==> src/rtl/icache_if.sv <==
// Fetch-side and memory-side signals of the instruction cache, grouped as one bus.
// master drives requests and memory responses; slave is the cache itself.
interface icache_if #(
  parameter int ADDRESS_WIDTH = 32,
  parameter int INSTR_WIDTH   = 32
);
  logic [ADDRESS_WIDTH-1:0] i_pc;
  logic                     i_instr_rd;
  logic                     i_flush;
  logic [INSTR_WIDTH-1:0]   o_instr;
  logic                     o_icache_done;
  logic                     o_busy;
  logic                     o_mem_rd;
  logic [ADDRESS_WIDTH-1:0] o_mem_addr;
  logic [INSTR_WIDTH-1:0]   i_mem_data;
  logic                     i_mem_valid;

  modport master (
    output i_pc, i_instr_rd, i_flush, i_mem_data, i_mem_valid,
    input  o_instr, o_icache_done, o_busy, o_mem_rd, o_mem_addr
  );

  modport slave (
    input  i_pc, i_instr_rd, i_flush, i_mem_data, i_mem_valid,
    output o_instr, o_icache_done, o_busy, o_mem_rd, o_mem_addr
  );
endinterface

==> src/rtl/icache.sv <==
// Direct-mapped read-only instruction cache; misses refill a whole line word-serially
// starting at word 0, then answer the stalled fetch from the freshly written line.
module icache #(
  parameter int ADDRESS_WIDTH  = 32,
  parameter int INSTR_WIDTH    = 32,
  parameter int NUM_LINES      = 16,
  parameter int WORDS_PER_LINE = 4
) (
  input  logic     i_clk,
  input  logic     i_rst,
  icache_if.slave  bus
);
  localparam int OB   = $clog2(WORDS_PER_LINE);
  localparam int IB   = $clog2(NUM_LINES);
  localparam int TAGW = ADDRESS_WIDTH - IB - OB - 2;
  localparam logic [OB-1:0] LAST_WORD = OB'(WORDS_PER_LINE - 1);

  typedef enum logic [1:0] {IDLE, REFILL, RESP} state_t;

  state_t                 state;
  logic [INSTR_WIDTH-1:0] data_mem [NUM_LINES][WORDS_PER_LINE];
  logic [TAGW-1:0]        tag_mem  [NUM_LINES];
  logic [NUM_LINES-1:0]   valid;

  logic [TAGW-1:0]          req_tag;
  logic [IB-1:0]            req_idx;
  logic [OB-1:0]            req_off;
  logic [OB-1:0]            cnt;
  logic [OB-1:0]            cnt_next;
  logic                     flush_seen;
  logic [INSTR_WIDTH-1:0]   instr_q;
  logic                     done_q;
  logic                     busy_q;
  logic                     mem_rd_q;
  logic [ADDRESS_WIDTH-1:0] mem_addr_q;

  logic [OB-1:0]   pc_off;
  logic [IB-1:0]   pc_idx;
  logic [TAGW-1:0] pc_tag;
  logic            hit;
  logic            fill_we;
  logic            unused_pc_bits;

  assign pc_off         = bus.i_pc[OB+1:2];
  assign pc_idx         = bus.i_pc[IB+OB+1:OB+2];
  assign pc_tag         = bus.i_pc[ADDRESS_WIDTH-1:IB+OB+2];
  assign unused_pc_bits = ^bus.i_pc[1:0];

  // A flush in the same cycle as a request forces a miss.
  assign hit      = valid[pc_idx] && (tag_mem[pc_idx] == pc_tag) && !bus.i_flush;
  assign fill_we  = (state == REFILL) && bus.i_mem_valid;
  assign cnt_next = cnt + OB'(1);

  assign bus.o_instr       = instr_q;
  assign bus.o_icache_done = done_q;
  assign bus.o_busy        = busy_q;
  assign bus.o_mem_rd      = mem_rd_q;
  assign bus.o_mem_addr    = mem_addr_q;

  // Line storage is not reset; the valid bits alone decide whether it is usable.
  always_ff @(posedge i_clk) begin
    if (fill_we) begin
      data_mem[req_idx][cnt] <= bus.i_mem_data;
      if (cnt == LAST_WORD) tag_mem[req_idx] <= req_tag;
    end
  end

  always_ff @(posedge i_clk or posedge i_rst) begin
    if (i_rst) begin
      state      <= IDLE;
      valid      <= '0;
      req_tag    <= '0;
      req_idx    <= '0;
      req_off    <= '0;
      cnt        <= '0;
      flush_seen <= 1'b0;
      instr_q    <= '0;
      done_q     <= 1'b0;
      busy_q     <= 1'b0;
      mem_rd_q   <= 1'b0;
      mem_addr_q <= '0;
    end else begin
      if (bus.i_flush) valid <= '0;
      case (state)
        IDLE: begin
          done_q <= 1'b0;
          if (bus.i_instr_rd) begin
            if (hit) begin
              instr_q <= data_mem[pc_idx][pc_off];
              done_q  <= 1'b1;
            end else begin
              req_tag    <= pc_tag;
              req_idx    <= pc_idx;
              req_off    <= pc_off;
              cnt        <= '0;
              flush_seen <= 1'b0;
              busy_q     <= 1'b1;
              mem_rd_q   <= 1'b1;
              mem_addr_q <= {pc_tag, pc_idx, {OB{1'b0}}, 2'b00};
              state      <= REFILL;
            end
          end
        end
        REFILL: begin
          if (bus.i_flush) flush_seen <= 1'b1;
          if (bus.i_mem_valid) begin
            cnt        <= cnt_next;
            mem_addr_q <= {req_tag, req_idx, cnt_next, 2'b00};
            if (cnt == LAST_WORD) begin
              // A flush seen at any point of the refill leaves the line invalid.
              if (!flush_seen && !bus.i_flush) valid[req_idx] <= 1'b1;
              mem_rd_q <= 1'b0;
              state    <= RESP;
            end
          end
        end
        RESP: begin
          instr_q <= data_mem[req_idx][req_off];
          done_q  <= 1'b1;
          busy_q  <= 1'b0;
          state   <= IDLE;
        end
        default: state <= IDLE;
      endcase
    end
  end
endmodule
==> src/flat_wrapper.sv <==
// flat-port wrapper written by rule: the top's interface ports become plain ports
module icache_flat 
#(
  parameter int ADDRESS_WIDTH  = 32,
  parameter int INSTR_WIDTH    = 32,
  parameter int NUM_LINES      = 16,
  parameter int WORDS_PER_LINE = 4
)
  (i_clk, i_rst, bus_i_pc, bus_i_instr_rd, bus_i_flush, bus_i_mem_data, bus_i_mem_valid, bus_o_instr, bus_o_icache_done, bus_o_busy, bus_o_mem_rd, bus_o_mem_addr);
  icache_if #(.ADDRESS_WIDTH(ADDRESS_WIDTH), .INSTR_WIDTH(INSTR_WIDTH)) bus_i ();
  input  logic i_clk;
  input  logic i_rst;
  input wire logic [$bits(bus_i.i_pc)-1:0] bus_i_pc;
  input wire logic [$bits(bus_i.i_instr_rd)-1:0] bus_i_instr_rd;
  input wire logic [$bits(bus_i.i_flush)-1:0] bus_i_flush;
  input wire logic [$bits(bus_i.i_mem_data)-1:0] bus_i_mem_data;
  input wire logic [$bits(bus_i.i_mem_valid)-1:0] bus_i_mem_valid;
  output wire logic [$bits(bus_i.o_instr)-1:0] bus_o_instr;
  output wire logic [$bits(bus_i.o_icache_done)-1:0] bus_o_icache_done;
  output wire logic [$bits(bus_i.o_busy)-1:0] bus_o_busy;
  output wire logic [$bits(bus_i.o_mem_rd)-1:0] bus_o_mem_rd;
  output wire logic [$bits(bus_i.o_mem_addr)-1:0] bus_o_mem_addr;
  assign bus_i.i_pc = bus_i_pc;
  assign bus_i.i_instr_rd = bus_i_instr_rd;
  assign bus_i.i_flush = bus_i_flush;
  assign bus_i.i_mem_data = bus_i_mem_data;
  assign bus_i.i_mem_valid = bus_i_mem_valid;
  assign bus_o_instr = bus_i.o_instr;
  assign bus_o_icache_done = bus_i.o_icache_done;
  assign bus_o_busy = bus_i.o_busy;
  assign bus_o_mem_rd = bus_i.o_mem_rd;
  assign bus_o_mem_addr = bus_i.o_mem_addr;
  icache #(.ADDRESS_WIDTH(ADDRESS_WIDTH), .INSTR_WIDTH(INSTR_WIDTH), .NUM_LINES(NUM_LINES), .WORDS_PER_LINE(WORDS_PER_LINE)) u_core (.i_clk(i_clk), .i_rst(i_rst), .bus(bus_i));
endmodule
==> config.mk <==
export PLATFORM = sky130hd
export DESIGN_NAME = icache_flat
export DESIGN_NICKNAME = d
export VERILOG_FILES = /design/src/rtl/icache_if.sv /design/src/rtl/icache.sv /design/src/flat_wrapper.sv
export SDC_FILE = /design/constraint.sdc
export NUM_CORES = 2
export LEC_CHECK = 0
export CAP_MARGIN = 20
export CORE_MARGIN = 10
export CORE_UTILIZATION = 50
export CTS_CLUSTER_DIAMETER = 120
export DETAILED_ROUTE_END_ITERATION = 8
export PLACE_DENSITY = 0.66
export SETUP_SLACK_MARGIN = 0.02
export SYNTH_ARGS = -nofsm -noshare
export SYNTH_HDL_FRONTEND = slang
export SYNTH_SLANG_ARGS = --single-unit
==> constraint.sdc <==
create_clock -name i_clk -period 10.4 [get_ports i_clk]
set_input_delay 3.12 -clock i_clk [delete_from_list [all_inputs] [get_ports i_clk]]
set_output_delay 3.12 -clock i_clk [all_outputs]
set_load 0.02 [all_outputs]
Word level (Yosys, flattened, before mapping)
Memory sizes are Yosys's and may differ from the RTL's.
Cells that the tools add are included.

word-level totals
  output and inout bits = 67
  input port bits = 69
  logic and storage cells = 106
  flip-flop bits (word level) = 118
  memories kept = 2
  bits in writable memories = 2432

memory list
  memory           words  width  rd ports  clocked after memory_dff  wr ports  RTL line      RTL
  u_core.data_mem  16     128    2         0                         1         icache.sv:21  logic [INSTR_WIDTH-1:0] data_mem [NUM_LINES][WORDS_PER_LINE];
  u_core.tag_mem   16     24     1         0                         1         icache.sv:22  logic [TAGW-1:0] tag_mem [NUM_LINES];

operators by class
  eq/ne operators = 10
  add/subtract/negate cells = 1
  bitwise operators = 5
  multiplexer cells = 51
  reduce and logical (&&, ||, !) cells = 18
  $lt $le $gt $ge = 7

operator list
  cell                                                                    number
  32-bit two-way mux                                                      10
  32-bit binary-select mux with 2-bit select                              2
  128-bit two-way mux                                                     1
  32-bit case mux with 2 select lines                                     2
  16-bit two-way mux                                                      5
  32-bit demux with 2-bit select                                          1
  24-bit == test                                                          1
  16-bit bitwise OR                                                       1
  1-bit two-way mux                                                       15
  2-bit two-way mux                                                       7
  4-bit AND reduction                                                     3
  4-bit by 5-bit < comparator with 1-bit output (second input constant)   2
  2-bit != test (second input constant)                                   5
  3-bit >= comparator (second input constant)                             3
  2-bit NOT with 3-bit output                                             3
  3-bit AND reduction                                                     3
  1-bit case mux with 2 select lines                                      4
  2-bit case mux with 2 select lines                                      2
  1-bit logical AND                                                       6
  5-bit AND reduction                                                     1
  1-bit binary-select mux with 4-bit select                               1
  1-bit demux with 4-bit select                                           1
  2-bit == test (second input constant)                                   2
  4-bit by 1-bit >= comparator with 1-bit output (second input constant)  1
  other kinds (8)                                                         10

Depth between registers and ports, before layout
  depth in word-level cells = 9
  depth in mapped cells = 20
  depth with buffers taken out = 9

Worst setup path before layout
Ideal clock, no wire load.

  kind = input to register
  start point = input port bus_i_mem_valid
  end point = memory u_core.data_mem[2][0] in the netlist's numbering (enable)
  path buffers = 0
  required time = 9.862 ns
  setup time = 0.538 ns
  data arrival time = 7.193 ns
  slack = 2.669 ns
  stages on the path = 2
  cells stage by stage = nand3_1 -> nor3_1

on the way
  cells in the longest elaborated chain, start to end = 3

RTL lines
  what                                       RTL line            RTL
  start: declaration                         flat_wrapper.sv:17  input wire logic [$bits(bus_i.i_mem_valid)-1:0] bus_i_mem_valid;
  1-bit logical AND                          icache.sv:51        assign fill_we = (state == REFILL) && bus.i_mem_valid;
  1-bit two-way mux                          icache.sv:62        if (fill_we) begin
  128-bit two-way mux (not written as such)  icache.sv:63        data_mem[req_idx][cnt] <= bus.i_mem_data;
  end: declaration                           icache.sv:21

Every way passes these cells.

Final worst setup path
  start point = input port bus_i_pc[6]
  end point = register u_core.instr_q[10] (netlist: u_core.bus.o_instr[10])

on the way
  cells in the longest elaborated chain, start to end = 7
  elaborated cells on any way between the ends = 15
  those cells by class = 2 x eq/ne; 8 x mux; 3 x reduce/logical; 2 x memory

RTL lines
  what                                                    RTL line            RTL
  start: declaration                                      flat_wrapper.sv:13  input wire logic [$bits(bus_i.i_pc)-1:0] bus_i_pc;
  memory 16 x 128 bit                                     --
  32-bit binary-select mux with 2-bit select              icache.sv:89        instr_q <= data_mem[pc_idx][pc_off];
  32-bit two-way mux (not written as such) (2 in series)  icache.sv:89
  32-bit two-way mux                                      icache.sv:88        if (hit) begin
  32-bit two-way mux                                      icache.sv:87        if (bus.i_instr_rd) begin
  32-bit case mux with 2 select lines                     icache.sv:84        case (state)
  end signal: assignment                                  icache.sv:89
  end signal: assignment                                  icache.sv:118       instr_q <= data_mem[req_idx][req_off];
  end: declaration                                        icache.sv:31        logic [INSTR_WIDTH-1:0] instr_q;

Several ways; a longest one is shown, not always the timed one. The select of a mux whose other input is x is not followed.
A chain may end at the register's enable or synchronous reset.

==> run metrics <==
outcome finished, final reports clean; hold path start u_core.bus.o_instr[3]$_DFFE_PP0P_; Cells after Synth 6043; power per cell area 232 nW/um^2; final hold vios 0; Reg-to-Reg Start u_core.req_idx[2]$_DFFE_PP0P_; min Tclk post-route 7480 ps; IO buf count 131; Die X 500 um; die footprint 250000 sq um; Critical Path Source Type primary input; clock transition at the registers of the reported paths 60 ps; Tcrit/Tclk final 0.719; CTS tree yes; CTS Hold Bufs 0; Setup Crit Path Kind primary input to flip-flop; Worst Hold Class flip-flop to flip-flop; unrepaired setup endpoints after global routing false; met2 WL 179 mm; placed insts 8956; starting density of the core 0.502; Total GRT Usage 0.307; ys async rst share 0.0448; Placement Setup Slack between 2000 and 2500 ps; DPL Wire Length ~220 mm; Synth Flop Type edfxtp_1; final-report setup violation count 0; number of synthesized flops with an enable pin 2432; Root Buffer clkbuf_16; total grt overflow 0; share of cells above drive strength 1 0.281; CTS Sinks about 2.5k; setup ws final 2920 ps; Critical Path AT about 8300 ps; residual DRC count 0; Yosys cell types 83; Peak supply drop 0.220 mV; length of the first detailed-routing pass in iterations 8; Worst path slowest cell and2_1; initial antenna violation count 32; vias per cell 7.36; hold path depth 1; nets ~6.3k; commonest non-fill, non-tap cell in the layout edfxtp_1; wire length on met3 ~52 mm; fin cells around 9.5k; top routing layer in use met5; Total Wirelength 392 mm; Setup Buffers After CTS 0; Post-CTS Resized 0; # fillers 17.1k; actual slew at the worst max-slew pin 1190 ps; drt wl/cell 41.5 um; RePlAce Congestion 0.852; TNS Setup 0 ps; R2R cell count 11; Syn Area/Cell 19.1 sq um; number of global-route vias before repair 68.2k; mapped cell area 115000 sq um; worst path required time approximately 11000 ps; Met1 Wirelength 141 mm; Die Y 500 um; Worst Setup SP bus_i_pc[6]; critical path endpoint category flip-flop; Iter 0 DRT Violations 11.5k; critical path cell sequence buf_8, and2_1, a22oi_1, and3_1, nor4_1, or4b_1, nor4_2, and4_1, buf_4, or2_4, mux2_2; #FFs+latches synth about 2.5k; via count 69.6k; Seq/Total Area, Yosys 0.658; I/O pin total roughly 140; Ys Warns 0; Core Area 230000 sq um; crit-path max cell delay 770 ps; Max-Cap Viols 0; largest net degree at the start of global routing about 110; most frequent cells in the layout edfxtp_1, mux4_2, mux2i_1, clkbuf_16, buf_4; final slew viol count 0; Slew Limit Headroom 0.204; H-tree Lvls 5; area post-placement 120000 sq um; worst-case clock buffer depth 4; first-pass GRT wire length 542 mm; synth-to-layout area growth 12.0%; Lkg Pwr 41.7 nW; Max Freq 134 MHz; Num CTS Buffers approximately 280; Final Core Density 0.563; Finished Cell Area 129000 sq um; Fin Clk Skew 73.0 ps; CP Max Fanout 50; Antenna Violating Nets Remaining 0; clk_lat worst skew 980 ps; row count 176
cell usage after synthesis, drive strengths merged (16+ instances only):
cell type  number  area share
mux4          967        0.19
a31oi          20      0.0011
nand2b         38      0.0021
nand2         188      0.0061
nand3          58      0.0025
buf           247       0.014
and3           20      0.0011
mux2i         571       0.050
clkbuf        225      0.0073
o22ai          86      0.0047
nor2b          21      0.0011
edfxtp       2432        0.63
a211oi         74      0.0048
nor2          102      0.0033
nor3           64      0.0028
a21oi         128      0.0056
nand4          16     0.00087
inv            37      0.0012
dfrtp         114       0.025
o21ai         162      0.0071
mux2           86      0.0084
a22oi          42      0.0027
o221a          26      0.0025
o221ai         86      0.0067
and2           20      0.0011
a2111oi        22      0.0018
a221oi         28      0.0022
flip-flops by register name, summed over array words and instances, names as in the netlist:
name and cells:
u_core.bus.o_busy 1, u_core.req_tag 24, u_core.valid 16, u_core.flush_seen 1
u_core.state 2, u_core.bus.o_instr 32, u_core.data_mem 2048, u_core.req_off 2
u_core.bus.o_mem_addr 29, u_core.tag_mem 384, u_core.cnt 1, u_core.req_idx 4
u_core.bus.o_mem_rd 1, u_core.bus.o_icache_done 1
worst max-delay path, delay by kind of cell:
family | cells | cell delay, ps
multiplexers | 1 | 410
AND/OR/NAND/NOR | 7 | 3630
AO/OA/AOI/OAI | 1 | 290
buffers and inverters | 2 | 750
where the power goes:
part           internal (W)  switching, W
clock network       0.00565       0.00401
registers            0.0119      0.000621
logic               0.00315       0.00465
total                0.0207       0.00929
cell type report:
class                   instances  area (sq um)  area share
inverters                      39           164     0.00127
multi-input cells            2987         37400       0.289
well taps                    3026          3790      0.0293
clock inverters               117          1040     0.00804
clock buffers                 361          7630      0.0591
repair buffers                371          3330      0.0258
flip-flops and latches       2546         75900       0.587
diodes                         13          32.5    0.000252
per-stage QoR:
step           total power [W]  hold slack (ps)
3_5_place_dp            0.0203              478
2_1_floorplan           0.0174              467
3_3_place_gp            0.0203              472
6_report                0.0300              488
5_1_grt                 0.0307              507
4_1_cts                 0.0299              492
cell families (layout without fill, tap and decap cells):
group | after synthesis | after routing | synth area share
adder cells (fa/ha/maj) | 4 | 4 | 0.000434
AND/OR/NAND/NOR | 557 | 557 | 0.0229
multiplexers | 1624 | 1624 | 0.247
XOR/XNOR | 19 | 19 | 0.00144
other | 1 | 15 | 0.0000325
flip-flops | 2546 | 2546 | 0.658
buffers and inverters | 511 | 888 | 0.0228
AO/OA/AOI/OAI | 781 | 781 | 0.0472
routing by layer:
layer | vias to the layer above | GRT usage
met5 | - | 0
met4 | 24 | 0.148
met3 | 1068 | 0.0884
met2 | 5438 | 0.464
met1 | 37000 | 0.413
li1 | 26100 | -
path summary, 6_finish.rpt:
path	slack (ps)	to
max	2920	u_core.bus.o_instr[10]$_DFFE_PP0P_
min	490	u_core.bus.o_instr[3]$_DFFE_PP0P_
max reg2reg	4800	u_core.bus.o_instr[21]$_DFFE_PP0P_
min reg2reg	490	u_core.bus.o_instr[3]$_DFFE_PP0P_
max in group asynchronous	6030	u_core.req_idx[1]$_DFFE_PP0P_
min in group asynchronous	2790	u_core.req_tag[12]$_DFFE_PP0P_
Note: power is estimated with default switching activity, not from simulation.
